**src/rtl/keypad_pkg.sv**
```systemverilog
// keypad_pkg -- shared constants and helpers for the keypad scanner.
//   Column one-hot drive patterns, event byte layout (CODE_W, KEY_REL_BIT),
//   parameter defaults, the column index type and a lowest-set-bit encoder.
package keypad_pkg;

  localparam int CODE_W           = 4;
  localparam int KEY_REL_BIT      = 7;
  localparam int SCAN_DIV_DEF     = 100000;
  localparam int DEBOUNCE_CNT_DEF = 4;
  localparam int FIFO_DEPTH_DEF   = 4;

  // Divider is wide enough for SCAN_DIV up to 2^20; stable counter for up to 15.
  localparam int DIV_W = 20;
  localparam int CNT_W = 4;

  localparam logic [3:0] COL0_DRV = 4'b1110;
  localparam logic [3:0] COL1_DRV = 4'b1101;
  localparam logic [3:0] COL2_DRV = 4'b1011;
  localparam logic [3:0] COL3_DRV = 4'b0111;

  typedef enum logic [1:0] {
    COL0 = 2'd0,
    COL1 = 2'd1,
    COL2 = 2'd2,
    COL3 = 2'd3
  } col_idx_e;

  function automatic logic [3:0] col_drive(input col_idx_e idx);
    case (idx)
      COL0:    return COL0_DRV;
      COL1:    return COL1_DRV;
      COL2:    return COL2_DRV;
      default: return COL3_DRV;
    endcase
  endfunction

  // Index of the lowest set bit; 0 when no bit is set (callers gate on |bits).
  function automatic logic [CODE_W-1:0] lowest_code(input logic [15:0] bits);
    logic [CODE_W-1:0] code;
    code = '0;
    for (int i = 15; i >= 0; i--) begin
      if (bits[i]) code = CODE_W'(i);
    end
    return code;
  endfunction

endpackage

```
**src/rtl/keypad_scan_debounce_if.sv**
```systemverilog
// keypad_scan_debounce_if -- host-side key event port of the keypad scanner.
//   key_read_ack     : single-cycle pop of the head event (host -> keypad)
//   key_overflow_clr : clears the sticky overflow flag     (host -> keypad)
//   key_data[7:0]    : head event byte, show-ahead, 8'h00 when empty
//   key_present      : event queue not empty
//   key_overflow     : sticky, an event was dropped
// master = host (PicoBlaze port decode), slave = keypad_scan_debounce.
interface keypad_scan_debounce_if;
  logic       key_read_ack;
  logic       key_overflow_clr;
  logic [7:0] key_data;
  logic       key_present;
  logic       key_overflow;

  modport master (
    output key_read_ack, key_overflow_clr,
    input  key_data, key_present, key_overflow
  );

  modport slave (
    input  key_read_ack, key_overflow_clr,
    output key_data, key_present, key_overflow
  );
endinterface

```
**src/rtl/key_event_fifo.sv**
```systemverilog
// key_event_fifo -- show-ahead event queue with count-based full/empty and a
// sticky overflow flag.
//   clk, pb_reset (async, active-high)
//   push, push_data : enqueue request; dropped (and flagged) when full unless
//                     a pop happens in the same clk
//   pop             : dequeue head; ignored when empty
//   overflow_clr    : clears overflow; a simultaneous drop wins
//   head_data       : head entry, reads 0 when empty
//   empty, overflow
// DEPTH must be a power of two, 2 or larger.
module key_event_fifo
  import keypad_pkg::*;
#(
  parameter int DEPTH = FIFO_DEPTH_DEF,
  parameter int W     = 8
) (
  input  logic         clk,
  input  logic         pb_reset,
  input  logic         push,
  input  logic [W-1:0] push_data,
  input  logic         pop,
  input  logic         overflow_clr,
  output logic [W-1:0] head_data,
  output logic         empty,
  output logic         overflow
);

  localparam int AW = (DEPTH > 1) ? $clog2(DEPTH) : 1;

  logic [W-1:0]  mem [DEPTH];
  logic [AW-1:0] wr_ptr, rd_ptr;
  logic [AW:0]   count;
  logic          full, do_pop, do_push, drop;

  assign empty   = (count == '0);
  assign full    = (count == (AW+1)'(DEPTH));
  assign do_pop  = pop & ~empty;
  // A pop in the same clk frees the slot, so a push into a full queue still lands.
  assign do_push = push & (~full | do_pop);
  assign drop    = push & full & ~do_pop;

  assign head_data = empty ? '0 : mem[rd_ptr];

  // NOTE: storage has no reset; count alone decides which entries are visible.
  always_ff @(posedge clk) begin
    if (do_push) mem[wr_ptr] <= push_data;
  end

  always_ff @(posedge clk or posedge pb_reset) begin
    if (pb_reset) begin
      wr_ptr   <= '0;
      rd_ptr   <= '0;
      count    <= '0;
      overflow <= 1'b0;
    end else begin
      if (do_push) wr_ptr <= wr_ptr + 1'b1;
      if (do_pop)  rd_ptr <= rd_ptr + 1'b1;
      case ({do_push, do_pop})
        2'b10:   count <= count + 1'b1;
        2'b01:   count <= count - 1'b1;
        default: count <= count;
      endcase
      if (drop)              overflow <= 1'b1;
      else if (overflow_clr) overflow <= 1'b0;
    end
  end

endmodule

```
**src/rtl/keypad_scan_debounce.sv**
```systemverilog
// keypad_scan_debounce -- 4x4 keypad column scanner with full-matrix debounce
// and a key event queue for a PicoBlaze port.
//   clk, pb_reset (async, active-high)
//   row[3:0] : row sense, active-low, asynchronous to clk
//   col[3:0] : column drive, one-hot active-low, 1110 -> 1101 -> 1011 -> 0111
//   host     : keypad_scan_debounce_if.slave (ack, data, present, overflow)
// Snapshot/debounced bit index = col_index*4 + row_index, 1 = pressed.
// Press events are {4'b0000, code}; only the lowest newly pressed key per
// debounced update is queued.
// Build option KEYPAD_RELEASE_EVT_EN: also queue release events
// {1'b1, 3'b000, code}, lowest index only, ahead of a same-update press.
module keypad_scan_debounce
  import keypad_pkg::*;
#(
  parameter int SCAN_DIV     = SCAN_DIV_DEF,
  parameter int DEBOUNCE_CNT = DEBOUNCE_CNT_DEF,
  parameter int FIFO_DEPTH   = FIFO_DEPTH_DEF
) (
  input  logic       clk,
  input  logic       pb_reset,
  input  logic [3:0] row,
  output logic [3:0] col,
  keypad_scan_debounce_if.slave host
);

  // ---------------------------------------------------------------- sync
  logic [3:0] row_meta, row_sync;

  always_ff @(posedge clk or posedge pb_reset) begin
    if (pb_reset) begin
      row_meta <= 4'hF;
      row_sync <= 4'hF;
    end else begin
      // NOTE: non-blocking, so row_sync takes last cycle's row_meta: two real stages.
      row_meta <= row;
      row_sync <= row_meta;
    end
  end

  // ---------------------------------------------------------------- scan
  logic [DIV_W-1:0] div_cnt;
  logic             dwell_end, scan_done;
  col_idx_e         col_q, col_d;

  assign dwell_end = (div_cnt == DIV_W'(SCAN_DIV - 1));
  assign scan_done = dwell_end && (col_q == COL3);

  always_ff @(posedge clk or posedge pb_reset) begin
    if (pb_reset) div_cnt <= '0;
    else if (dwell_end) div_cnt <= '0;
    else div_cnt <= div_cnt + 1'b1;
  end

  always_ff @(posedge clk or posedge pb_reset) begin
    if (pb_reset) col_q <= COL0;
    else col_q <= col_d;
  end

  // NOTE: col_d gets its default first so no path leaves it unassigned (no latch).
  always_comb begin
    col_d = col_q;
    if (dwell_end) col_d = col_idx_e'(2'(col_q + 2'd1));
  end

  assign col = col_drive(col_q);

  // ---------------------------------------------------------------- sample
  logic [15:0] snap_work, full_snap, prev_snap;

  // Column 3 is still in row_sync on the completion clk; splice it in directly.
  assign full_snap = {~row_sync, snap_work[11:0]};

  always_ff @(posedge clk or posedge pb_reset) begin
    if (pb_reset) snap_work <= '0;
    else if (dwell_end) snap_work[int'(col_q)*4 +: 4] <= ~row_sync;
  end

  // ---------------------------------------------------------------- debounce
  logic [CNT_W-1:0] stable_cnt;
  logic [15:0]      deb_state;
  logic             load_en;

  assign load_en = (stable_cnt == CNT_W'(DEBOUNCE_CNT));

  always_ff @(posedge clk or posedge pb_reset) begin
    if (pb_reset) begin
      prev_snap  <= '0;
      stable_cnt <= '0;
    end else if (scan_done) begin
      prev_snap <= full_snap;
      if (full_snap != prev_snap) stable_cnt <= '0;
      else if (!load_en)          stable_cnt <= stable_cnt + 1'b1;
    end
  end

  // Reloading while saturated is harmless: prev_snap only changes together
  // with a counter clear, so the reload after acceptance repeats the same value.
  always_ff @(posedge clk or posedge pb_reset) begin
    if (pb_reset) deb_state <= '0;
    else if (load_en) deb_state <= prev_snap;
  end

  // ---------------------------------------------------------------- events
  logic [15:0]       rise;
  logic              press_pend;
  logic [CODE_W-1:0] press_code;
  logic              push;
  logic [7:0]        push_data;

  assign rise = load_en ? (prev_snap & ~deb_state) : '0;

`ifdef KEYPAD_RELEASE_EVT_EN
  logic [15:0]       fall;
  logic              rel_pend;
  logic [CODE_W-1:0] rel_code;

  assign fall = load_en ? (deb_state & ~prev_snap) : '0;

  always_ff @(posedge clk or posedge pb_reset) begin
    if (pb_reset) begin
      rel_pend <= 1'b0;
      rel_code <= '0;
    end else if (|fall) begin
      rel_pend <= 1'b1;
      rel_code <= lowest_code(fall);
    end else begin
      rel_pend <= 1'b0;
    end
  end
`endif

  // The pending press is pushed on the clk after the debounced update; with
  // release events enabled it waits one more clk behind a pending release.
  always_ff @(posedge clk or posedge pb_reset) begin
    if (pb_reset) begin
      press_pend <= 1'b0;
      press_code <= '0;
    end else if (|rise) begin
      press_pend <= 1'b1;
      press_code <= lowest_code(rise);
    end else begin
`ifdef KEYPAD_RELEASE_EVT_EN
      if (!rel_pend) press_pend <= 1'b0;
`else
      press_pend <= 1'b0;
`endif
    end
  end

  always_comb begin
    push                      = press_pend;
    push_data                 = '0;
    push_data[CODE_W-1:0]     = press_code;
`ifdef KEYPAD_RELEASE_EVT_EN
    if (rel_pend) begin
      push                   = 1'b1;
      push_data              = '0;
      push_data[KEY_REL_BIT] = 1'b1;
      push_data[CODE_W-1:0]  = rel_code;
    end
`endif
  end

  // ---------------------------------------------------------------- queue
  logic fifo_empty;

  key_event_fifo #(
    .DEPTH (FIFO_DEPTH),
    .W     (8)
  ) u_fifo (
    .clk          (clk),
    .pb_reset     (pb_reset),
    .push         (push),
    .push_data    (push_data),
    .pop          (host.key_read_ack),
    .overflow_clr (host.key_overflow_clr),
    .head_data    (host.key_data),
    .empty        (fifo_empty),
    .overflow     (host.key_overflow)
  );

  assign host.key_present = ~fifo_empty;

endmodule
```
**src/flat_wrapper.sv**
```systemverilog
// flat-port wrapper written by rule: the top's interface ports become plain ports
module keypad_scan_debounce_flat import keypad_pkg::*;
#(
  parameter int SCAN_DIV     = SCAN_DIV_DEF,
  parameter int DEBOUNCE_CNT = DEBOUNCE_CNT_DEF,
  parameter int FIFO_DEPTH   = FIFO_DEPTH_DEF
)
  (clk, pb_reset, row, col, host_key_read_ack, host_key_overflow_clr, host_key_data, host_key_present, host_key_overflow);
  keypad_scan_debounce_if host_i ();
  input  logic clk;
  input  logic pb_reset;
  input  logic [3:0] row;
  output logic [3:0] col;
  input wire logic [$bits(host_i.key_read_ack)-1:0] host_key_read_ack;
  input wire logic [$bits(host_i.key_overflow_clr)-1:0] host_key_overflow_clr;
  output wire logic [$bits(host_i.key_data)-1:0] host_key_data;
  output wire logic [$bits(host_i.key_present)-1:0] host_key_present;
  output wire logic [$bits(host_i.key_overflow)-1:0] host_key_overflow;
  assign host_i.key_read_ack = host_key_read_ack;
  assign host_i.key_overflow_clr = host_key_overflow_clr;
  assign host_key_data = host_i.key_data;
  assign host_key_present = host_i.key_present;
  assign host_key_overflow = host_i.key_overflow;
  keypad_scan_debounce #(.SCAN_DIV(SCAN_DIV), .DEBOUNCE_CNT(DEBOUNCE_CNT), .FIFO_DEPTH(FIFO_DEPTH)) u_core (.clk(clk), .pb_reset(pb_reset), .row(row), .col(col), .host(host_i));
endmodule
```
**config.mk**
```make
export PLATFORM = sky130hd
export DESIGN_NAME = keypad_scan_debounce_flat
export DESIGN_NICKNAME = d
export VERILOG_FILES = /design/src/rtl/keypad_pkg.sv /design/src/rtl/keypad_scan_debounce_if.sv /design/src/rtl/key_event_fifo.sv /design/src/rtl/keypad_scan_debounce.sv /design/src/flat_wrapper.sv
export SDC_FILE = /design/constraint.sdc
export NUM_CORES = 1
export LEC_CHECK = 0
export CORE_MARGIN = 2
export CORE_UTILIZATION = 45
export CTS_CLUSTER_SIZE = 20
export DETAILED_ROUTE_END_ITERATION = 8
export GPL_ROUTABILITY_DRIVEN = 0
export PLACE_DENSITY = 0.67
export SLEW_MARGIN = 20
export SYNTH_ARGS = -nofsm -noshare
export SYNTH_HDL_FRONTEND = slang
export SYNTH_SLANG_ARGS = --single-unit
```
**constraint.sdc**
```tcl
create_clock -name clk -period 6.96 [get_ports clk]
set_clock_uncertainty 0.1 [all_clocks]
set_input_delay 1.044 -clock clk [delete_from_list [all_inputs] [get_ports clk]]
set_output_delay 1.044 -clock clk [all_outputs]
set_load 0.05 [all_outputs]
```
; Word-level counts from Yosys, hierarchy flattened
; Memory sizes are Yosys's and may differ from the RTL's.
; Index checks and enable logic that the tools add are counted.
; W data, S select, Z words.
[totals]
reg_bits = 95
ramBits = 16
inputBits = 8
out_inout_bits = 14
wordCells = 82
n_memories = 1
[classes]
n_addsub = 8
n_eq_ne = 10
n_shift = 2
mux = 29
n_bitwise = 11
reduce_logical = 7
[mem_list]
columns = memory, depth, width, rd, rd_ports_with_merged_regs, wr, line_no
row1 = u_core.u_fifo.mem, 4, 4, 1, 0, 1, key_event_fifo.sv:30  ; logic [W-1:0] mem [DEPTH];
[op_table]
columns = operator, count
row1 = $mux W4, 18
row2 = $neg A4 Y33, 1
row3 = $shift A4 B33 Y16 const A, 1
row4 = $shiftx A4 B33 Y16, 1
row5 = $add A20 B1 Y20 const B, 1
row6 = $eq A20 B17 Y1 const B, 1
row7 = $mux W20, 1
row8 = $and A16 B16 Y16, 1
row9 = $bwmux W16, 1
row10 = $mux W16, 1
row11 = $ne A16 B16 Y1, 1
row12 = $not A16 Y16, 1
row13 = $reduce_or A16 Y1, 1
row14 = $pmux W4 S3, 1
row15 = $mux W8, 1
row16 = $add A2 B1 Y2 const B, 3
row17 = $eq A2 B2 Y1 const B, 3
row18 = $pmux W3 S2, 1
row19 = $mux W1, 5
row20 = $add A4 B1 Y4 const B, 1
row21 = $and A1 B1 Y1, 4
row22 = $eq A2 B1 Y1 const B, 2
row23 = $eq A4 B3 Y1 const B, 1
row24 = $not A4 Y4, 1
row25 = 11 further kinds, 14

; Depth between registers and ports, before layout
; Gate-level depths: netlist of the first run.
[depth]
depth_word = 19
depth_mapped = 10
depth_no_buf = 9

; Modules after synthesis
; Synthesis of the first run repeated with hierarchy kept, for this count alone.
[unflattened]
cells_unflattened = 483
hier_area_um2 = 5746.8
[modules_own_cells]
columns = module, instances, cells_each, area_per_inst_um2, seq_area_each_um2
row1 = keypad_scan_debounce, 1, 373, 3958.8, 2087.0
row2 = key_event_fifo, 1, 110, 1788.0, 1161.1

; Worst setup path after synthesis of the first run
; OpenSTA, ideal clock, no wires.
[synth_path]
kind = input-to-reg
startpoint = in host_key_read_ack
endpoint = reg u_core.u_fifo.count[2]
setup_ps = 79
t_arrival_ps = 2592
required_ps = 6781
path_slack_ps = 4189
cell_stages = 10
path_buffers = 1
path_cell_list = nor4b_1 > nor2b_1 > clkbuf_1 > inv_1 > ha_1 > inv_1 > fa_1 > xor2_1 > nor2_1 > xor2_1
[synth_between]
elab_chain_cells = 5
elab_cells_between_ends = 7
cone_classes = eq/ne (2) / mux (1) / bitwise (3) / reduce/logical (1)
[synth_lines]
columns = item, line_no
row1 = start: declaration, flat_wrapper.sv:14  ; input wire logic [$bits(host_i.key_read_ack)-1:0] host_key_read_ack;
row2 = $and A1 B1 Y1 (*), key_event_fifo.sv:37  ; assign do_pop = pop & ~empty;
row3 = $or A1 B1 Y1, key_event_fifo.sv:39  ; assign do_push = push & (~full | do_pop);
row4 = $and A1 B1 Y1, key_event_fifo.sv:39
row5 = $eq A2 B1 Y1 or $eq A2 B2 Y1 (tied branches), key_event_fifo.sv:58  ; case ({do_push, do_pop})
row6 = $pmux W3 S2 or $reduce_bool A2 Y1 (tied branches), n/a
row7 = end signal: assignment, key_event_fifo.sv:59  ; 2'b10: count <= count + 1'b1;
row8 = end signal: assignment, key_event_fifo.sv:60  ; 2'b01: count <= count - 1'b1;
row9 = end signal: assignment, key_event_fifo.sv:61  ; default: count <= count;
row10 = end: declaration, key_event_fifo.sv:32  ; logic [AW:0] count;
; Every way passes the cells marked *; elsewhere a longest branch is shown, timed or not.
; A chain may end at the register's enable or synchronous reset.

; Worst setup path in the final report of the first run
[layout_path]
startpoint = reg u_core.u_fifo.rd_ptr[0]
endpoint = out host_key_data[1]
[layout_between]
elab_chain_cells = 2
[layout_lines]
columns = item, line_no
row1 = start: declaration, key_event_fifo.sv:31  ; logic [AW-1:0] wr_ptr, rd_ptr;
row2 = start signal: assignment, key_event_fifo.sv:57  ; if (do_pop) rd_ptr <= rd_ptr + 1'b1;
row3 = $mem_v2 Z4 W4, n/a
row4 = $mux W8, key_event_fifo.sv:42  ; assign head_data = empty ? '0 : mem[rd_ptr];
row5 = end: declaration, flat_wrapper.sv:16  ; output wire logic [$bits(host_i.key_data)-1:0] host_key_data;
; Every way passes these cells.

==> flow_summary.json, run 1 <==
{
  "synth.top_cell.area_share_pct": 41.2,
  "totalWireLength_um": 8400,
  "wl_per_cell_um": 13.8,
  "cts_tree": "done",
  "max-cap-violations": 0,
  "pwr_density_cell_mw_per_mm2": 191,
  "postCtsHoldBufs": 0,
  "p_leak_nw": 2.59,
  "first_pass_iters": 4,
  "grt_pass1_wl_um": 14400,
  "hold_class": "flop to flop",
  "relSlewSlack_pct": 35.2,
  "cts_resized": 0,
  "setup-tns-final_ps": 0,
  "drc": 0,
  "cts_buffers": 9,
  "drive_gt1_share_pct": 13.3,
  "crit_path_end_kind": "primary output",
  "fin_crit_sh_pct": 49.6,
  "fp.dieW_um": 110,
  "die_area_mm2": 0.0121,
  "tightest_slew_ps": 972,
  "fin_nets": 484,
  "worstPathArrival_ps": 2300,
  "synth_seq_cells": 107,
  "multi_input_area_mm2": 0.00211,
  "clock_latency_ps": 380,
  "drtIter0Drc": 118,
  "fillers": 960,
  "num_antenna_cells": 0,
  "crit_type": "flop to primary output",
  "vias_per_cell": 5.16,
  "seq_area_frac_synth_pct": 54.9,
  "yosys_warnings": 0,
  "antenna_found_initial": 0,
  "io_pins": 22,
  "synth_area_per_cell_um2": 11.3,
  "fmax_mhz": 290,
  "dp_hpwl_um": 6020,
  "ys_types": 51,
  "grtUsageTotal_pct": 15.5,
  "grt_max_degree": 81,
  "ff_latch_area_mm2": 0.00277,
  "portBuffers": 17,
  "post_cts_buffers": 0,
  "h-tree-depth": 3,
  "grt-ovfl-total": 0,
  "synth-edff-count": 16,
  "synthFlopType": "dfrtp_1",
  "grt_setup_unrepaired": "false",
  "worstSetupStartpointType": "flop",
  "synthToLayoutAreaGrowth_pct": 9.30,
  "finalSetupViolations": 0,
  "outcome": "complete, no violations",
  "vias": 3134,
  "ys_async_sr_fraction_pct": 85.0,
  "yosys-top-cells-area": "dfrtp_1, edfxtp_1, nand2_1",
  "root_buffer": "clkbuf_8",
  "num_rows": 38,
  "vdd_drop_max_mv": 0.181,
  "ant_nets": 0,
  "critPathMaxFanout": 6,
  "yosysTopAreaCell": "dfrtp_1",
  "max-clock-path-buffers": 2,
  "layout_min_cycle_time_ps": 3450,
  "slew_viol_final": 0,
  "worstPathRequired_ps": 5820,
  "coreArea_mm2": 0.0109,
  "clock_sink_count": 107,
  "final_util_pct": 50.6,
  "dieHeight_um": 110,
  "floorplan.initialDensity_pct": 46.3,
  "synth_area_mm2": 0.00504,
  "hold_viol": 0,
  "syn_inst": 445,
  "grt_pass1_vias": 3073,
  "cts.clk_slew.worst_paths_ps": 100
}
cell usage in the layout (no fill, tap or decap), types with 4 or more instances in the layout:
cell,Yosys,routed
xor2_1,12,12
nor2_1,31,31
ha_1,13,13
nand2b_1,17,17
mux2_2,12,12
mux2_4,12,12
nand4_1,16,16
edfxtp_1,16,16
clkbuf_8,0,10
a21oi_1,5,5
mux4_2,4,4
xnor2_1,26,26
clkdlybuf4s50_1,0,17
o21ai_0,16,16
dfrtp_1,83,83
dfstp_2,8,8
nand2_1,70,70
nand3_1,11,11
nor2b_1,5,5
o22ai_1,4,4
conb_1,1,4
and2_1,11,11
inv_1,20,19
critical path, stage by stage (launching register included):
cell and delay (ps):
dfrtp_1 550, mux4_2 540, and2_1 160, clkdlybuf4s50_1 690
logic make-up after synthesis:
group	after synthesis	synth area share, %
other cells	1	0.0744
simple gates	184	18.6
fa+ha+maj	14	3.62
mux	30	8.43
xor+xnor	38	6.60
buf+inv	35	3.52
compound gates	36	4.24
flops	107	54.9
Yosys cell counts (3+ instances only):
cell and number:
a21oi_1 5, a31oi_1 3, and2_1 11, buf_4 4, clkbuf_1 8, dfrtp_1 83
dfstp_2 8, edfxtp_1 16, ha_1 13, inv_1 20, mux2_2 12, mux2_4 12
mux4_2 4, nand2_1 70, nand2_4 3, nand2b_1 17, nand3_1 11, nand4_1 16
nor2_1 31, nor2b_1 5, o21ai_0 16, o22ai_1 4, xnor2_1 26, xor2_1 12
cell type report:
type / instances / share of cell area [%]
clock buffer: 11 / 2.56
clock inverter: 5 / 1.18
inverter: 20 / 1.38
multi-input combinational: 306 / 38.3
sequential: 107 / 50.2
tap: 140 / 3.18
timing repair buffer: 18 / 3.22
power by group:
| part | internal [mW] | leakage, nW | switching (mW) |
|---|---|---|---|
| combinational | 0.00485 | 1.07 | 0.0163 |
| sequential | 0.637 | 1.41 | 0.00236 |
| clock | 0.182 | 0.107 | 0.210 |
| total | 0.824 | 2.59 | 0.229 |
stage by stage:
step / cells / hold slack [ps] / instance area (um^2) / power (mW) / setup slack [ps]
detailed placement: 591 / 248 / 5310 / 0.674 / 3610
CTS: 607 / 263 / 5510 / 1.07 / 3470
global placement: 591 / 246 / 5310 / 0.674 / 3730
finish: 607 / 260 / 5510 / 1.05 / 3510
global route: 607 / 269 / 5510 / 1.10 / 3390
floorplan: 448 / 245 / 5050 / 0.667 / 3470
worst paths after layout:
kind | start | to | slack [ps] | depth (start not counted)
min in group asynchronous | pb_reset | u_core.u_fifo.rd_ptr[1] | 810 | 2
max | u_core.u_fifo.rd_ptr[0] | host_key_data[1] | 3510 | 3
max in group asynchronous | pb_reset | u_core.deb_state[2] | 4720 | 3
min | u_core.row_meta[0] | u_core.row_sync[0] | 260 | 0
max reg2reg | u_core.u_fifo.count[0] | u_core.u_fifo.count[2] | 4640 | 9
min reg2reg | u_core.row_meta[0] | u_core.row_sync[0] | 260 | 0
metal layers:
layer | part of all wire (%) | routed length (um) | track usage, % | up-vias
met5 | 0 | 0 | 0 | -
met4 | 0.51 | 43 | 4.79 | 0
met3 | 3.9 | 329 | 4.09 | 4
met2 | 50 | 4200 | 26.0 | 53
met1 | 46 | 3830 | 19.5 | 1540
li1 | - | - | - | 1537
flip-flops by register name, summed over array words and instances, names as in the netlist:
signal and cells:
u_core.u_fifo.rd_ptr 2, u_core.u_fifo.mem 16, u_core.stable_cnt 4, u_core.u_fifo.count 3, u_core.deb_state 16, u_core.div_cnt 20
u_core.row_meta 4, u_core.snap_work 12, u_core.u_fifo.wr_ptr 2, u_core.press_code 4, u_core.col_q 2, u_core.press_pend 1
u_core.row_sync 4, u_core.u_fifo.overflow 1, u_core.prev_snap 16
(Power assumes the default switching activity.)
==> inputs of run 2 (changes only) <==
--- a/config.mk
+++ b/config.mk
@@ -10,7 +10,7 @@
 export CTS_CLUSTER_SIZE = 20
 export DETAILED_ROUTE_END_ITERATION = 8
 export GPL_ROUTABILITY_DRIVEN = 0
-export PLACE_DENSITY = 0.67
+export PLACE_DENSITY = 0.7
 export SLEW_MARGIN = 20
 export SYNTH_ARGS = -nofsm -noshare
 export SYNTH_HDL_FRONTEND = slang
==> constraint.sdc (replaced) <==
create_clock -name clk -period 2.75 [get_ports clk]
set_clock_uncertainty 0.1 [all_clocks]
set_input_delay 0.4125 -clock clk [delete_from_list [all_inputs] [get_ports clk]]
set_output_delay 0.4125 -clock clk [all_outputs]
set_load 0.05 [all_outputs]
==> run 2 against run 1 <==
Against the previous run:
- sequential cell count is the same
- total power grew to 2.5 times the previous value
- clock-buffer cell count grew 1
- wire length grew 1.3%
- register-to-register slack lost 4100 ps
- sequential power grew to 2.5 times the previous value
- first-iteration DRC count grew 17%
- non-clock buffer count grew 4
- highest routed layer unchanged
==> flow_summary.json, run 2 (synthesized netlist as in run 1, its figures left out) <==
{
  "vdd_drop_max_mv": 0.255,
  "fin_total_pwr_mw": 2.63,
  "clock_latency_ps": 360,
  "final_common_cell": "dfrtp_1",
  "top_register": "u_core.div_cnt",
  "grt_max_degree": 48,
  "max-cap-violations": 0,
  "cts_buffers": 9,
  "num_rows": 38,
  "ant_nets": 0,
  "root_buffer": "clkbuf_8",
  "pwr_density_cell_mw_per_mm2": 475,
  "crit_path_end_kind": "primary output",
  "dp_hpwl_um": 6190,
  "layout_min_cycle_time_ps": 2580,
  "grt_setup_unrepaired": "false",
  "tightest_slew_ps": 647,
  "fmax_mhz": 387,
  "grt_pass1_wl_um": 14800,
  "setup-tns-final_ps": 0,
  "critPathMaxFanout": 5,
  "dieHeight_um": 110,
  "p_leak_nw": 2.62,
  "hp-start": "u_core.row_meta[0]",
  "floorplan.initialDensity_pct": 46.3,
  "max-clock-path-buffers": 2,
  "post_cts_buffers": 0,
  "grt-ovfl-total": 0,
  "clock_sink_count": 107,
  "final_util_pct": 50.9,
  "crit_path_start": "u_core.col_q[0]",
  "vias": 3114,
  "drc": 0,
  "r2r-start": "u_core.u_fifo.count[0]",
  "outcome": "complete, no violations",
  "io_pins": 22,
  "relSlewSlack_pct": 56.3,
  "die_area_mm2": 0.0121,
  "h-tree-depth": 3,
  "portBuffers": 17,
  "final_cell_mix": "dfrtp_1, nand2_1, nor2_1, xnor2_1, inv_1",
  "largest_register_ffs": 20,
  "synthToLayoutAreaGrowth_pct": 9.87,
  "num_antenna_cells": 0,
  "totalWireLength_um": 8510,
  "vias_per_cell": 5.10,
  "fp.dieW_um": 110,
  "worstPathRequired_ps": 2240,
  "crit_type": "flop to primary output",
  "wl_per_cell_um": 13.9,
  "drtIter0Drc": 138,
  "postCtsHoldBufs": 0,
  "hold_class": "flop to flop",
  "drive_gt1_share_pct": 13.8,
  "worstPathArrival_ps": 2070,
  "worstSetupStartpointType": "flop",
  "first_pass_iters": 4,
  "hold_viol": 0,
  "slew_viol_final": 0,
  "antenna_found_initial": 0,
  "coreArea_mm2": 0.0109,
  "cts.clk_slew.worst_paths_ps": 90,
  "fin_nets": 488,
  "grtUsageTotal_pct": 15.8,
  "cts_tree": "done",
  "fin_crit_sh_pct": 93.9,
  "finalSetupViolations": 0,
  "grt_pass1_vias": 3191
}
[run 2: cell count changes in the layout (fill, tap and decap cells not counted)]
cell             previous run  this run
clkinvlp_4                  0         1
clkinv_4                    0         1
inv_6                       2         0
dlygate4sd2_1               0         4
buf_4                       1         4
clkbuf_1                    1         2
buf_12                      0         1
clkdlybuf4s50_1            17        13
inv_8                       1         0
[run 2: report_power, final]
| group | switching (mW) | leakage [nW] | internal (mW) |
|---|---|---|---|
| Clock | 0.508 | 0.101 | 0.448 |
| Combinational | 0.0426 | 1.11 | 0.0154 |
| Sequential | 0.00598 | 1.41 | 1.61 |
[run 2: worst max-delay path, stage by stage (launching register included)]
cell	delay, ps
dfrtp_1	440
inv_1	140
ha_1	270
inv_1	70
clkdlybuf4s50_1	790
[run 2: final cells by class]
| class | instances | area (um^2) |
|---|---|---|
| Tap cell | 140 | 175 |
| Inverter | 20 | 78.8 |
| Multi-Input combinational cell | 306 | 2110 |
| Fill cell | 974 | 5350 |
| Clock inverter | 4 | 50.0 |
| Timing Repair Buffer | 22 | 215 |
| Sequential cell | 107 | 2770 |
| Clock buffer | 12 | 145 |
[run 2: through the flow]
stage | area, um^2 | setup slack, ps | hold WS (ps) | instances
after floorplan | 5060 | 466 | 245 | 448
after global placement | 5350 | 267 | 246 | 595
after detailed placement | 5350 | 198 | 248 | 595
after CTS | 5540 | 120 | 262 | 611
after global routing | 5540 | 68.2 | 264 | 611
final | 5540 | 169 | 261 | 611
[run 2: per-layer routing]
metal | up-vias | global-route usage (%) | wire length [um]
met2 | 39 | 27.0 | 4160
met5 | - | 0 | 0
met1 | 1533 | 19.8 | 4020
met4 | 0 | 4.34 | 59
met3 | 6 | 4.15 | 269
li1 | 1536 | - | -
[run 2: worst paths after layout]
| path | to | slack, ps | cells past startpoint |
|---|---|---|---|
| max | col[0] | 170 | 4 |
| min | u_core.row_sync[0] | 260 | 0 |
| max reg2reg | u_core.u_fifo.count[2] | 560 | 9 |
| min reg2reg | u_core.row_sync[0] | 260 | 0 |
| max in group asynchronous | u_core.row_meta[2] | 1520 | 3 |
| min in group asynchronous | u_core.stable_cnt[2] | 350 | 2 |
[run 2: what timing repair did]
action / in CTS / in global routing
endpoints found under the setup margin: 4 / 0
resized for setup: 4 / 0
endpoints found under the hold margin: 0 / 0
